## config.mk

```make
export PLATFORM = sky130hd
export DESIGN_NAME = store_buffer
export DESIGN_NICKNAME = d
export VERILOG_FILES = /design/src/rtl/store_buffer.sv
export SDC_FILE = /design/constraint.sdc
export NUM_CORES = 1
export LEC_CHECK = 0
export ABC_CLOCK_PERIOD_IN_PS = 3500
export CAP_MARGIN = 20
export CORE_MARGIN = 3
export CORE_UTILIZATION = 40
export CTS_BUF_LIST = sky130_fd_sc_hd__clkbuf_2
export CTS_CLUSTER_SIZE = 28
export DETAILED_ROUTE_END_ITERATION = 8
export PLACE_DENSITY_LB_ADDON = 0.25
export RECOVER_POWER = 50
export SLEW_MARGIN = 5
export SYNTH_ARGS = -nofsm -noshare
export SYNTH_HDL_FRONTEND = slang
export SYNTH_SLANG_ARGS = --single-unit
```

## constraint.sdc

```tcl
create_clock -name clk -period 3.5 [get_ports clk]
set_input_delay 0.525 -clock clk [delete_from_list [all_inputs] [get_ports clk]]
set_output_delay 0.525 -clock clk [all_outputs]
set_load 0.005 [all_outputs]
```

## src/rtl/store_buffer.sv

```systemverilog
// Posted-write store buffer: absorbs core stores, drains them oldest-first to memory
// and forwards the youngest buffered data to loads. Optional: STORE_BUFFER_COALESCE_EN.
module store_buffer #(
    parameter int DEPTH = 4,
    parameter int AW    = 32,
    parameter int DW    = 32,
    localparam int PW   = $clog2(DEPTH),
    localparam int CW   = PW + 1
) (
    input  logic          clk,
    input  logic          reset_n,
    input  logic          st_valid,
    input  logic [AW-1:0] st_addr,
    input  logic [DW-1:0] st_data,
    output logic          st_ready,
    input  logic [AW-1:0] ld_addr,
    output logic          ld_hit,
    output logic [DW-1:0] ld_data,
    output logic          mem_wvalid,
    output logic [AW-1:0] mem_waddr,
    output logic [DW-1:0] mem_wdata,
    input  logic          mem_wready,
    output logic [CW-1:0] count,
    output logic          empty
);

    localparam logic [CW-1:0] FULL_CNT = CW'(DEPTH);

    logic [AW-3:0] addr_mem_r [DEPTH];
    logic [DW-1:0] data_mem_r [DEPTH];
    logic [PW-1:0] head_r;
    logic [PW-1:0] tail_r;
    logic [CW-1:0] count_r;

    logic          st_ready_s;
    logic          mem_wvalid_s;
    logic          push_s;
    logic          pop_s;
    logic          coal_s;
    logic          alloc_s;
    logic          ld_hit_s;
    logic [DW-1:0] ld_data_s;
    logic [PW-1:0] fwd_idx_s;
    logic          unused_s;

    // Readiness and drain validity come from registered occupancy only
    assign st_ready_s   = (count_r != FULL_CNT);
    assign mem_wvalid_s = (count_r != {CW{1'b0}});
    assign unused_s     = ^{st_addr[1:0], ld_addr[1:0]};

`ifdef STORE_BUFFER_COALESCE_EN
    logic [PW-1:0] tail_m1_s;
    assign tail_m1_s = tail_r - PW'(1);
`endif

    // Handshake decode; coalescing never targets the head so mem_w* stays stable
    always_comb begin
        push_s = st_valid & st_ready_s;
        pop_s  = mem_wvalid_s & mem_wready;
`ifdef STORE_BUFFER_COALESCE_EN
        if (push_s && (count_r >= CW'(2)) && (st_addr[AW-1:2] == addr_mem_r[tail_m1_s])) begin
            coal_s = 1'b1;
        end else begin
            coal_s = 1'b0;
        end
`else
        coal_s = 1'b0;
`endif
        alloc_s = push_s & ~coal_s;
    end

    // Entry storage, intentionally not reset
    always_ff @(posedge clk) begin
        if (alloc_s) begin
            addr_mem_r[tail_r] <= st_addr[AW-1:2];
            data_mem_r[tail_r] <= st_data;
        end
`ifdef STORE_BUFFER_COALESCE_EN
        else if (coal_s) begin
            data_mem_r[tail_m1_s] <= st_data;
        end
`endif
    end

    // Pointers and occupancy
    always_ff @(posedge clk or negedge reset_n) begin
        if (!reset_n) begin
            head_r  <= {PW{1'b0}};
            tail_r  <= {PW{1'b0}};
            count_r <= {CW{1'b0}};
        end else begin
            if (alloc_s) begin
                tail_r <= tail_r + PW'(1);
            end
            if (pop_s) begin
                head_r <= head_r + PW'(1);
            end
            case ({alloc_s, pop_s})
                2'b10:   count_r <= count_r + CW'(1);
                2'b01:   count_r <= count_r - CW'(1);
                default: count_r <= count_r;
            endcase
        end
    end

    // Forwarding: scan oldest to youngest so the youngest match is the last one kept
    always_comb begin
        ld_hit_s  = 1'b0;
        ld_data_s = {DW{1'b0}};
        fwd_idx_s = head_r;
        for (int i = 0; i < DEPTH; i++) begin
            fwd_idx_s = head_r + PW'(i);
            if ((CW'(i) < count_r) && (addr_mem_r[fwd_idx_s] == ld_addr[AW-1:2])) begin
                ld_hit_s  = 1'b1;
                ld_data_s = data_mem_r[fwd_idx_s];
            end else begin
                ld_hit_s  = ld_hit_s;
                ld_data_s = ld_data_s;
            end
        end
    end

    assign st_ready   = st_ready_s;
    assign mem_wvalid = mem_wvalid_s;
    assign mem_waddr  = {addr_mem_r[head_r], 2'b00};
    assign mem_wdata  = data_mem_r[head_r];
    assign ld_hit     = ld_hit_s;
    assign ld_data    = ld_data_s;
    assign count      = count_r;
    assign empty      = ~mem_wvalid_s;

endmodule

```

; ---- Word-level counts from Yosys, hierarchy flattened
; Memory sizes are Yosys's and may differ from the RTL's.
; Cells that the tools add are included.
[word_totals]
output_inout_bits = 103
register_bits = 7
ram_bits = 248
romBits = 0
mem_count = 2
latch_bits = 0
[op_classes]
addsub = 6
bitwise_logic = 3
shifts = 0
multipliers = 0
div_mod_pow = 0
mux = 11
order_cmp = 4
reduce_logical = 6
eq_ne = 7
[mem_list]
columns = memory, depth, width, read_ports, rd_clocked_by_memory_dff, wr, line
row1 = data_mem_r, 4, 32, 4, 0, 1, 30  ; logic [DW-1:0] data_mem_r [DEPTH];
row2 = addr_mem_r, 4, 30, 4, 0, 1, 29  ; logic [AW-3:0] addr_mem_r [DEPTH];
[ops]
columns = operator, n
row1 = 32-bit 2-to-1 mux, 4
row2 = 30-bit equality test, 4
row3 = 1-bit by 3-bit < comparator with 1-bit output (first input constant), 2
row4 = 2-bit by 3-bit < comparator with 1-bit output (first input constant), 2
row5 = 1-bit 2-to-1 mux, 6
row6 = 3-bit case mux with 2 select lines, 1
row7 = 2-bit by 1-bit adder with 2-bit output (second input constant), 2
row8 = 2-bit adder (second input constant), 2
row9 = 1-bit logical AND, 4
row10 = 3-bit by 1-bit adder with 3-bit output (second input constant), 1
row11 = 3-bit != test (second input constant), 1
row12 = 3-bit nonzero test, 1
row13 = 3-bit by 1-bit subtractor with 3-bit output (second input constant), 1
row14 = 1-bit bitwise AND, 2
row15 = 2-bit by 1-bit equality test with 1-bit output (second input constant), 1
row16 = 2-bit equality test (second input constant), 1
row17 = 2-bit nonzero test, 1
row18 = 1-bit NOT, 1

; ---- Logic depth before layout (Yosys ltp)
; An unclocked memory read counts as a cell.
[logic_depth]
depth_word = 7
mapped_depth = 19

; ---- Worst setup path before layout
; Ideal clock, no wire load.
[synth_path]
path_kind = flip-flop to output port
startpoint = reg head_r[1]
endpoint = out ld_data[10]
setup_slack_ns = -0.201
path_stages_with_launch = 16
n_path_buf = 9
t_arrival_ns = 3.176
cell_sequence = dfrtp_1 -> buf_4 -> buf_6 -> buf_8 -> buf_8 -> buf_8 -> buf_4 -> buf_2 -> mux4_2 -> xnor2_1 -> nand4_1 -> nor4_1 -> nand3_1 -> clkbuf_1 -> clkbuf_1 -> o22a_1
[synth_via]
elab_chain_len = 7
word_cells_on_any_way = 17
classes_between = 3 x add/sub / 4 x eq/ne / 4 x mux / 4 x reduce/logical / 2 x memory
[synth_lines]
columns = item, line
row1 = start: declaration, 31  ; logic [PW-1:0] head_r;
row2 = start signal: assignment, 88  ; head_r <= {PW{1'b0}};
row3 = start signal: assignment, 96  ; head_r <= head_r + PW'(1);
row4 = 2-bit by 1-bit adder with 2-bit output / memory read 4 x 30 bit (equally long branches), n/a
row5 = memory read 4 x 30 bit / 30-bit equality test (equally long branches), n/a
row6 = 30-bit equality test / 1-bit logical AND (equally long branches), 113  ; if ((CW'(i) < count_r) && (addr_mem_r[fwd_idx_s] == ld_addr[AW-1:2])) begin
row7 = 1-bit logical AND / 32-bit 2-to-1 mux (equally long branches), 113
row8 = 32-bit 2-to-1 mux (2 in series), 113
row9 = 32-bit 2-to-1 mux *, 113
row10 = end: declaration, 18  ; output logic [DW-1:0] ld_data,
; Mark *: on every way between the ends. The rest lies on a longest branch, timed or not.

; ---- Worst setup path after layout
[layout_path]
startpoint = reg head_r[0]
endpoint = out ld_data[30]
; The elaborated chain is that of the path after synthesis.

==> reports/metrics.cfg <==
[run_status]
status=complete, but fails checks
violations=setup timing

[drt]
first_pass_iters=5
drt_iter0_drc=1499
antenna_left=0
via_per_inst=5.96
avgRoutedWirePerCell_um=24.3
drc=0
vias=15840
wirelength_mm=64.6

[yosys]
ys_ff_latch=255
synth_cell_types=64
synthArstFlopShare=0.0275
synthTopCellsByArea=edfxtp_1, mux4_2, mux2i_1
synth_most_common_cell=edfxtp_1
netlist_area_mm2=0.0177
yosysWarningCount=0
synth_top_area_cell=edfxtp_1
synth_common_cells=edfxtp_1, mux2i_1, o21ai_0
yosysSeqAreaShare=0.431
avgSynthCellArea_um2=12.3
synth_top_area_frac=0.421
synth_edf_count=248
synthesis.instances=1435
synth_ff_type=edfxtp_1

[grt]
first_global_vias=15665
grt_max_degree=96
grt_antenna_before_repair=6
grt_use_total=0.261
overflow=0
grt_first_pass_wirelength_mm=93.8

[timing]
fin_ws_ns=-1.67
fin_skew_ns=0.0916
setup_viol=49
min_period_ns=5.17
final_hold_viol_count=0
tightest_slew_ns=1.38
rsz0062_at_grt=true
finalMaxSlewViolations=0
max-slew-margin-rel=0.0779
period_share=1.48
clock.fmax_mhz=194

[floorplan]
dieHeight_um=216
num_rows=76
floorplan.die.width_um=216
io_pins=203
start_util=0.408
core_area_mm2=0.0434
die-area_mm2=0.0468

[clock_tree]
path_clk_slew_ns=0.12
cts_tree=built
cts_root_buf=clkbuf_2
clkLatencyLatePin_ns=0.99
clock-sinks=255
numCtsBuffers=71
clockBufferDepth=3
htreeDepth=3

[critical_path]
critPathSlowestCell=dfrtp_4
required_ns=2.97
critPathMaxStageDelay_ns=0.53
cp_max_fo=6
end_kind=output port
path_class=register to output port
critical_path_arrival_ns=4.64
crit_chain=buf_12, buf_4, buf_16, mux4_2, xnor2_1, buf_4, o2111ai_2, nor2b_4, buf_6, nand4bb_4, buf_12, buf_8, buf_6, or4_4, o31ai_4, a2111oi_2, o22a_1, buf_2
worst_setup_path_start_kind=register

[layout]
final_util=0.606
num-nets-final=2130
areaGrowthSynthToFinish_pct=48.4
layout-drive-gt1-share=0.473

[flow_run]
maxCapViolCount=0

[place]
numPortBuffers=196
pre_cts_ws_ns=-1.20
place.gp.congestion=0.996
dpl.hpwl_mm=40.7

[pwr]
p_per_area_mw_per_mm2=815
p_leak_nw=10.1
ir_worst_vdd_uv=441

[min_path]
hp-class=primary input to register

per-layer routing:
metal | share of wire | up-vias | GRT usage
li1 | - | 6937 | -
met1 | 0.41 | 7926 | 0.346
met2 | 0.48 | 794 | 0.432
met3 | 0.077 | 179 | 0.0454
met4 | 0.037 | 4 | 0.0974
met5 | 0.00042 | - | 0
area by class of cell:
class / instances / area [um^2]
multi-input combinational: 997 / 10400
clock inverter: 33 / 215
clock buffer: 88 / 440
fill: 3459 / 17100
sequential: 255 / 7630
tap: 585 / 732
antenna: 5 / 12.5
timing repair buffer: 649 / 6610
inverter: 47 / 189
placed cells by master (no fill, tap or decap), types with 41 or more instances in the layout:
master         instances
buf_4                319
edfxtp_1             248
mux4_2               122
clkbuf_2              96
mux2i_1               91
xnor2_1               67
dlygate4sd3_1         64
o21ai_0               62
buf_6                 57
inv_1                 46
a21oi_1               45
buf_2                 44
buf_12                44
o21ai_1               41
worst max-delay path: cells and delay by family, from the launching register on:
kind            cells  cell delay [ns]
buf+inv             9             1.26
flops               1             0.53
compound gates      4             0.59
simple gates        3             0.72
xor+xnor            1             0.15
mux                 1             0.43
worst paths after layout:
check,start,to,slack (ns),cells past startpoint
worst min register to register,tail_r[1],tail_r[1],0.64,2
worst max-delay path,head_r[0],ld_data[30],-1.67,18
min in group asynchronous,reset_n,count[0],0.47,2
max in group asynchronous,reset_n,tail_r[0],2.73,2
worst max register to register,count[0],addr_mem_r[1][8],0.47,6
worst min-delay path,st_data[31],data_mem_r[0][31],0.23,1
cells by family (layout without fill, tap and decap cells):
group | Yosys count | count (layout) | synth area share
multiplexers | 263 | 263 | 0.237
flip-flops | 255 | 255 | 0.431
AND/OR/NAND/NOR | 251 | 251 | 0.0862
AO/OA/AOI/OAI | 374 | 374 | 0.140
other | 1 | 7 | 0.000212
adder cells (fa/ha/maj) | 9 | 9 | 0.00636
XOR/XNOR | 98 | 98 | 0.0485
buffers and inverters | 184 | 817 | 0.0518
report_power, final:
part           switching [mW]  internal [mW]  total, mW
clock                    1.31          0.927       2.24
combinational            6.96           7.71       14.7
sequential              0.449           4.06       4.51
metrics by stage:
step	cells	hold WS [ns]	setup TNS (ns)	total power [mW]	cell area, um^2
floorplan	1436	0.229	-3.19	11.3	17800
global placement	2384	0.614	-36.66	15.7	22400
CTS	2604	0.0886	-55.26	20.3	25200
detailed placement	2384	0.627	-38.25	15.9	22400
global route	2657	0.207	-66.55	22.5	26300
finish	2659	0.232	-58.30	21.4	26300
state kept, by name, summed over array words and instances, names as in the netlist:
register and cells:
tail_r 2, data_mem_r 128, head_r 2, count 3, addr_mem_r 120
timing repair:
item | 4_1_cts | 5_1_grt
resized for setup | 509 | 197
endpoints found under the setup margin | 95 | 79
hold buffers | 1 | 0
gates cloned | 25 | 7
endpoints found under the hold margin | 7 | 0
pin swaps | 104 | 74
setup buffers | 76 | 51
No activity file was read; power rests on OpenSTA's default activity.
